### src/rtl/par_alu_reg_if.sv
// par_alu_reg_if: operand/function request and result/status bus of the register ALU
interface par_alu_reg_if #(parameter int WIDTH = 4);
    logic [WIDTH-1:0]   Data;
    logic [2:0]         Function;
    logic               Start;
    logic [2*WIDTH-1:0] ALUout;
    logic               Busy;
    logic               Done;
    modport master (output Data, Function, Start, input ALUout, Busy, Done);
    modport slave  (input Data, Function, Start, output ALUout, Busy, Done);
endinterface

### src/rtl/par_alu_reg.sv
// par_alu_reg: accumulator-style ALU (B = ALUout low half) with a WIDTH-cycle shift-add multiplier
module par_alu_reg #(
    parameter int WIDTH = 4
) (
    input  logic          Clock,
    input  logic          Reset_b,
    par_alu_reg_if.slave  bus
);
    localparam int CW = $clog2(WIDTH);
    typedef enum logic {IDLE, MUL} state_t;
    state_t             state_q, state_d;
    logic [CW-1:0]      cnt_q, cnt_d;
    logic [2*WIDTH-1:0] mcand_q, mcand_d;
    logic [WIDTH-1:0]   mplier_q, mplier_d;
    logic [2*WIDTH-1:0] prod_q, prod_d;
    logic [2*WIDTH-1:0] alu_q, alu_d;
    logic               done_q, done_d;
    logic [WIDTH-1:0]   b, diff;
    assign b    = alu_q[WIDTH-1:0];
    assign diff = bus.Data - b;
    always_comb begin
        state_d  = state_q;
        cnt_d    = cnt_q;
        mcand_d  = mcand_q;
        mplier_d = mplier_q;
        prod_d   = prod_q;
        alu_d    = alu_q;
        done_d   = 1'b0;
        if (state_q == IDLE) begin
            if (bus.Start) begin
                done_d = 1'b1;
                case (bus.Function)
                    3'b000: alu_d = (2*WIDTH)'(bus.Data) + (2*WIDTH)'(b);
                    3'b001: alu_d = {{WIDTH{diff[WIDTH-1]}}, diff};
                    3'b010: alu_d = {{WIDTH{bus.Data[WIDTH-1]}}, bus.Data};
                    3'b011: alu_d = (2*WIDTH)'(|{bus.Data, b});
                    3'b100: alu_d = (2*WIDTH)'(&{bus.Data, b});
                    3'b101: alu_d = {bus.Data, b};
                    3'b110: begin
                        done_d   = 1'b0;
                        state_d  = MUL;
                        mcand_d  = (2*WIDTH)'(bus.Data);
                        mplier_d = b;
                        prod_d   = '0;
                        cnt_d    = '0;
                    end
                    default: alu_d = alu_q;
                endcase
            end
        end else begin
            // multiplier shifts right while the multiplicand shifts left, so bit 0 always selects
            prod_d   = prod_q + (mplier_q[0] ? mcand_q : '0);
            mcand_d  = mcand_q << 1;
            mplier_d = mplier_q >> 1;
            cnt_d    = cnt_q + 1'b1;
            if (cnt_q == CW'(WIDTH - 1)) begin
                alu_d   = prod_d;
                done_d  = 1'b1;
                state_d = IDLE;
            end
        end
    end
    always_ff @(posedge Clock) begin
        if (!Reset_b) begin
            state_q  <= IDLE;
            cnt_q    <= '0;
            mcand_q  <= '0;
            mplier_q <= '0;
            prod_q   <= '0;
            alu_q    <= '0;
            done_q   <= 1'b0;
        end else begin
            state_q  <= state_d;
            cnt_q    <= cnt_d;
            mcand_q  <= mcand_d;
            mplier_q <= mplier_d;
            prod_q   <= prod_d;
            alu_q    <= alu_d;
            done_q   <= done_d;
        end
    end
    assign bus.ALUout = alu_q;
    assign bus.Busy   = (state_q == MUL);
    assign bus.Done   = done_q;
endmodule
### src/flat_wrapper.sv
// flat-port wrapper written by rule: the top's interface ports become plain ports
module par_alu_reg_flat 
#(
    parameter int WIDTH = 4
)
  (Clock, Reset_b, bus_Data, bus_Function, bus_Start, bus_ALUout, bus_Busy, bus_Done);
  par_alu_reg_if #(.WIDTH(WIDTH)) bus_i ();
  input  logic Clock;
  input  logic Reset_b;
  input wire logic [$bits(bus_i.Data)-1:0] bus_Data;
  input wire logic [$bits(bus_i.Function)-1:0] bus_Function;
  input wire logic [$bits(bus_i.Start)-1:0] bus_Start;
  output wire logic [$bits(bus_i.ALUout)-1:0] bus_ALUout;
  output wire logic [$bits(bus_i.Busy)-1:0] bus_Busy;
  output wire logic [$bits(bus_i.Done)-1:0] bus_Done;
  assign bus_i.Data = bus_Data;
  assign bus_i.Function = bus_Function;
  assign bus_i.Start = bus_Start;
  assign bus_ALUout = bus_i.ALUout;
  assign bus_Busy = bus_i.Busy;
  assign bus_Done = bus_i.Done;
  par_alu_reg #(.WIDTH(WIDTH)) u_core (.Clock(Clock), .Reset_b(Reset_b), .bus(bus_i));
endmodule
### config.mk
export PLATFORM = sky130hd
export DESIGN_NAME = par_alu_reg_flat
export DESIGN_NICKNAME = d
export VERILOG_FILES = /design/src/rtl/par_alu_reg_if.sv /design/src/rtl/par_alu_reg.sv /design/src/flat_wrapper.sv
export SDC_FILE = /design/constraint.sdc
export NUM_CORES = 1
export LEC_CHECK = 0
export CAP_MARGIN = 0
export CORE_MARGIN = 2
export CORE_UTILIZATION = 35
export CTS_CLUSTER_SIZE = 8
export DETAILED_ROUTE_END_ITERATION = 12
export GPL_TIMING_DRIVEN = 0
export HOLD_SLACK_MARGIN = 0.03
export PLACE_DENSITY = 0.63
export SLEW_MARGIN = 40
export SYNTH_ARGS = -nofsm -noshare
export SYNTH_HDL_FRONTEND = slang
export SYNTH_SLANG_ARGS = --single-unit
### constraint.sdc
create_clock -name Clock -period 1.9 [get_ports Clock]
set_input_delay 0.19 -clock Clock [delete_from_list [all_inputs] [get_ports Clock]]
set_output_delay 0.19 -clock Clock [all_outputs]
set_load 0.005 [all_outputs]
==> results by group <==
Status
  – Status: complete, but fails checks
  – Failing checks: negative setup slack

Finish
  – Layout cell share with drive strength beyond 1: 0.235
  – Most frequent cells in the layout: nand2_1, dfxtp_1, o21ai_0, clkdlybuf4s50_1, and2_1
  – Nets: 333
  – N_diodes: 0
  – Layout area overhead: 33.1%
  – Fillcell total: 598
  – Most common cell after layout, fill and taps aside: nand2_1
  – Footprint of the multi-input gates: 0.00171 mm^2
  – Sequential cell area: 657 um^2
  – Layout Cell Area excl Fill: 0.00297 mm^2

Yosys
  – Ys Warns: 0
  – EDFF count, synth: 0
  – Mapped Nets: 295
  – Sequential share of the synthesized area: 0.287
  – #FFs+latches synth: 32
  – Synthesized cell area: 0.00223 mm^2
  – Synth Flop Type: dfxtp_1
  – Async SR Flop Fraction: 0
  – Syn_area_per_cell: 8.35 um^2
  – Cells after synthesis: 267
  – Distinct cells, synth: 57

Worst setup path
  – R2r endpoint: u_core.bus.ALUout[4]
  – CP Capture Type: register
  – Critical path required time: 2080 ps
  – Reg2Reg Depth: 9
  – CP max stage delay: 390 ps
  – R2R setup slack: -220 ps
  – Max FO, Critical Path: 4
  – Worst setup path start: u_core.mplier_q[0]
  – WP depth: 9
  – Worst path top cell family by delay: compound AO/OA/AOI/OAI gates
  – Setup CP Type: reg -> reg
  – Crit path buf inv count: 2
  – CP max stage cell: fa_2
  – Worst Setup Start Kind: register
  – CP arrival: 2310 ps
  – Critical path cell sequence: and2_4 > ha_4 > fa_2 > buf_6 > a21o_1 > a211oi_2 > buf_4 > o41ai_4 > o2bb2ai_1
  – Reg-to-Reg Start: u_core.mplier_q[0]

Placement
  – IO buf count: 19
  – Dpl ws: -550 ps
  – DP HPWL: 4270 um
  – DP Area: 0.00253 mm^2
  – Gpl congestion: 0.840

CTS
  – CTS clock-pin slew for the worst setup and hold paths: 70 ps
  – CTS root buffer: clkbuf_8
  – Hold_buf cts: 0
  – CTS Buf Count: 5
  – Clock Sink Count: 32
  – Max H-tree Level: 2
  – Clock buffer depth: 2
  – CTS tree: done
  – Clock Latency Late Sink: 290 ps

Timing
  – Slew Viols, Final: 0
  – Setup violators final: 7
  – Fmax: 0.471 GHz
  – Worst slew pin tran: 712 ps
  – RSZ-0062 raised after global routing: true
  – Period utilization: 1.12
  – Post-layout min period: 2120 ps
  – Final setup margin: -224 ps
  – Hold Violations, Final: 0
  – Worst slew margin: 0.521
  – Clock skew: 6.02 ps

Flow run
  – Max-cap viol count: 0

Die
  – Starting Density: 0.357
  – Core area: 0.00624 mm^2
  – Die height: 83.8 um
  – Die area: 0.00702 mm^2
  – Row count: 29
  – Die W: 83.8 um
  – # IOs: 20

Drt
  – Vias: 2137
  – Total Routed Length: 6410 um
  – Wire length per cell: 16.7 um
  – Pre-antenna DRT Iters: 4
  – Routed vias/inst: 5.58
  – # DRC: 0
  – Post-route ant nets: 0
  – Number of DRC markers in iteration 0: 161

Power and ir drop
  – Max IR drop VDD: 0.374 mV
  – LEAKAGE: 1.16 nW
  – Design Power: 1.76 mW
  – Pwr dens: 593 mW/mm^2

Global routing
  – Initial antenna violation count: 0
  – Grt ovf: 0
  – Global-route wire length before repair: 10100 um
  – Vias in the first global route: 2000
  – Total GRT Usage: 0.181
  – Largest net degree at the start of global routing: 11

Worst hold path
  – Hold path start: u_core.prod_q[7]
  – Hold depth: 2
  – Worst hold-check path type: reg -> reg
  – Worst hold endpoint: u_core.prod_q[7]
-- metrics by stage --
stage,utilization,hold slack (ps),TNS (ps),instances
detailed placement,0.405,467,-3790,363
global placement,0.405,459,-3830,363
CTS,0.456,475,-1020,381
global route,0.475,492,-1560,383
finish,0.475,473,-951,383
floorplan,-,328,0,267
-- power by group --
part | switching, mW | internal [mW]
logic | 0.170 | 0.143
registers | 0.0208 | 0.689
clock network | 0.275 | 0.463
-- state kept, by name, indices dropped and copies added, names as in the netlist --
name	cells
u_core.bus.ALUout	8
u_core.prod_q	8
u_core.bus.Busy	1
u_core.mplier_q	4
u_core.bus.Done	1
u_core.cnt_q	2
u_core.mcand_q	8
-- logic make-up (layout without fill, tap and decap cells) --
family	Yosys count	in the layout	synth area share
and+or+nand+nor	101	101	0.238
AOI/OAI and AO/OA	79	79	0.250
adders and majority gates	18	18	0.111
buffers and inverters	21	60	0.0455
muxes	10	10	0.0449
xor gates and xnor gates	6	6	0.0236
DFF	32	32	0.287
-- repair_timing --
| action | CTS | global route |
|---|---|---|
| cloned | 0 | 0 |
| resized for setup | 30 | 24 |
| buffers inserted | 10 | 3 |
| pin swaps | 19 | 14 |
| endpoints found under the setup margin | 11 | 11 |
-- layer usage --
layer | part of all wire | track usage
met4 | 0.018 | 0.0601
met2 | 0.48 | 0.303
met3 | 0.041 | 0.0237
met1 | 0.46 | 0.240
met5 | 0 | 0
-- tightest hold or removal path: cells and delay by family, from the launching register on --
family,cells,cell delay [ps]
and+or+nand+nor,1,50
AOI/OAI and AO/OA,1,50
DFF,1,320
-- Yosys cell counts, types with 6 or more instances --
master    number  share of area
nor2b_1        8          0.022
buf_2          6          0.013
dfxtp_1       32           0.29
o21ai_0       22          0.049
a21oi_1        6          0.013
ha_1          15          0.084
nor2_1         9          0.015
nand2_1       37          0.062
and2_1        20          0.056
inv_1          7          0.012
a21boi_0       6          0.020
a31oi_1        6          0.017
mux2i_1       10          0.045
-- final cells by class --
| cell class | instances | share of cell area |
|---|---|---|
| clock inverter | 1 | 0.0101 |
| tap | 77 | 0.0325 |
| clock buffer | 7 | 0.0325 |
| timing repair buffer | 31 | 0.0945 |
| buffer | 14 | 0.0253 |
| sequential | 32 | 0.221 |
| inverter | 7 | 0.00886 |
| multi-input combinational | 214 | 0.575 |
-- worst max-delay path by stage --
stage                                      end  slack [ps]
after floorplan               u_core.prod_q[6]          10
after global placement    u_core.bus.ALUout[6]        -580
after detailed placement  u_core.bus.ALUout[6]        -550
after CTS                 u_core.bus.ALUout[6]        -210
after global routing      u_core.bus.ALUout[4]        -290
final                     u_core.bus.ALUout[4]        -220
Note: power is estimated with default switching activity, not from simulation.
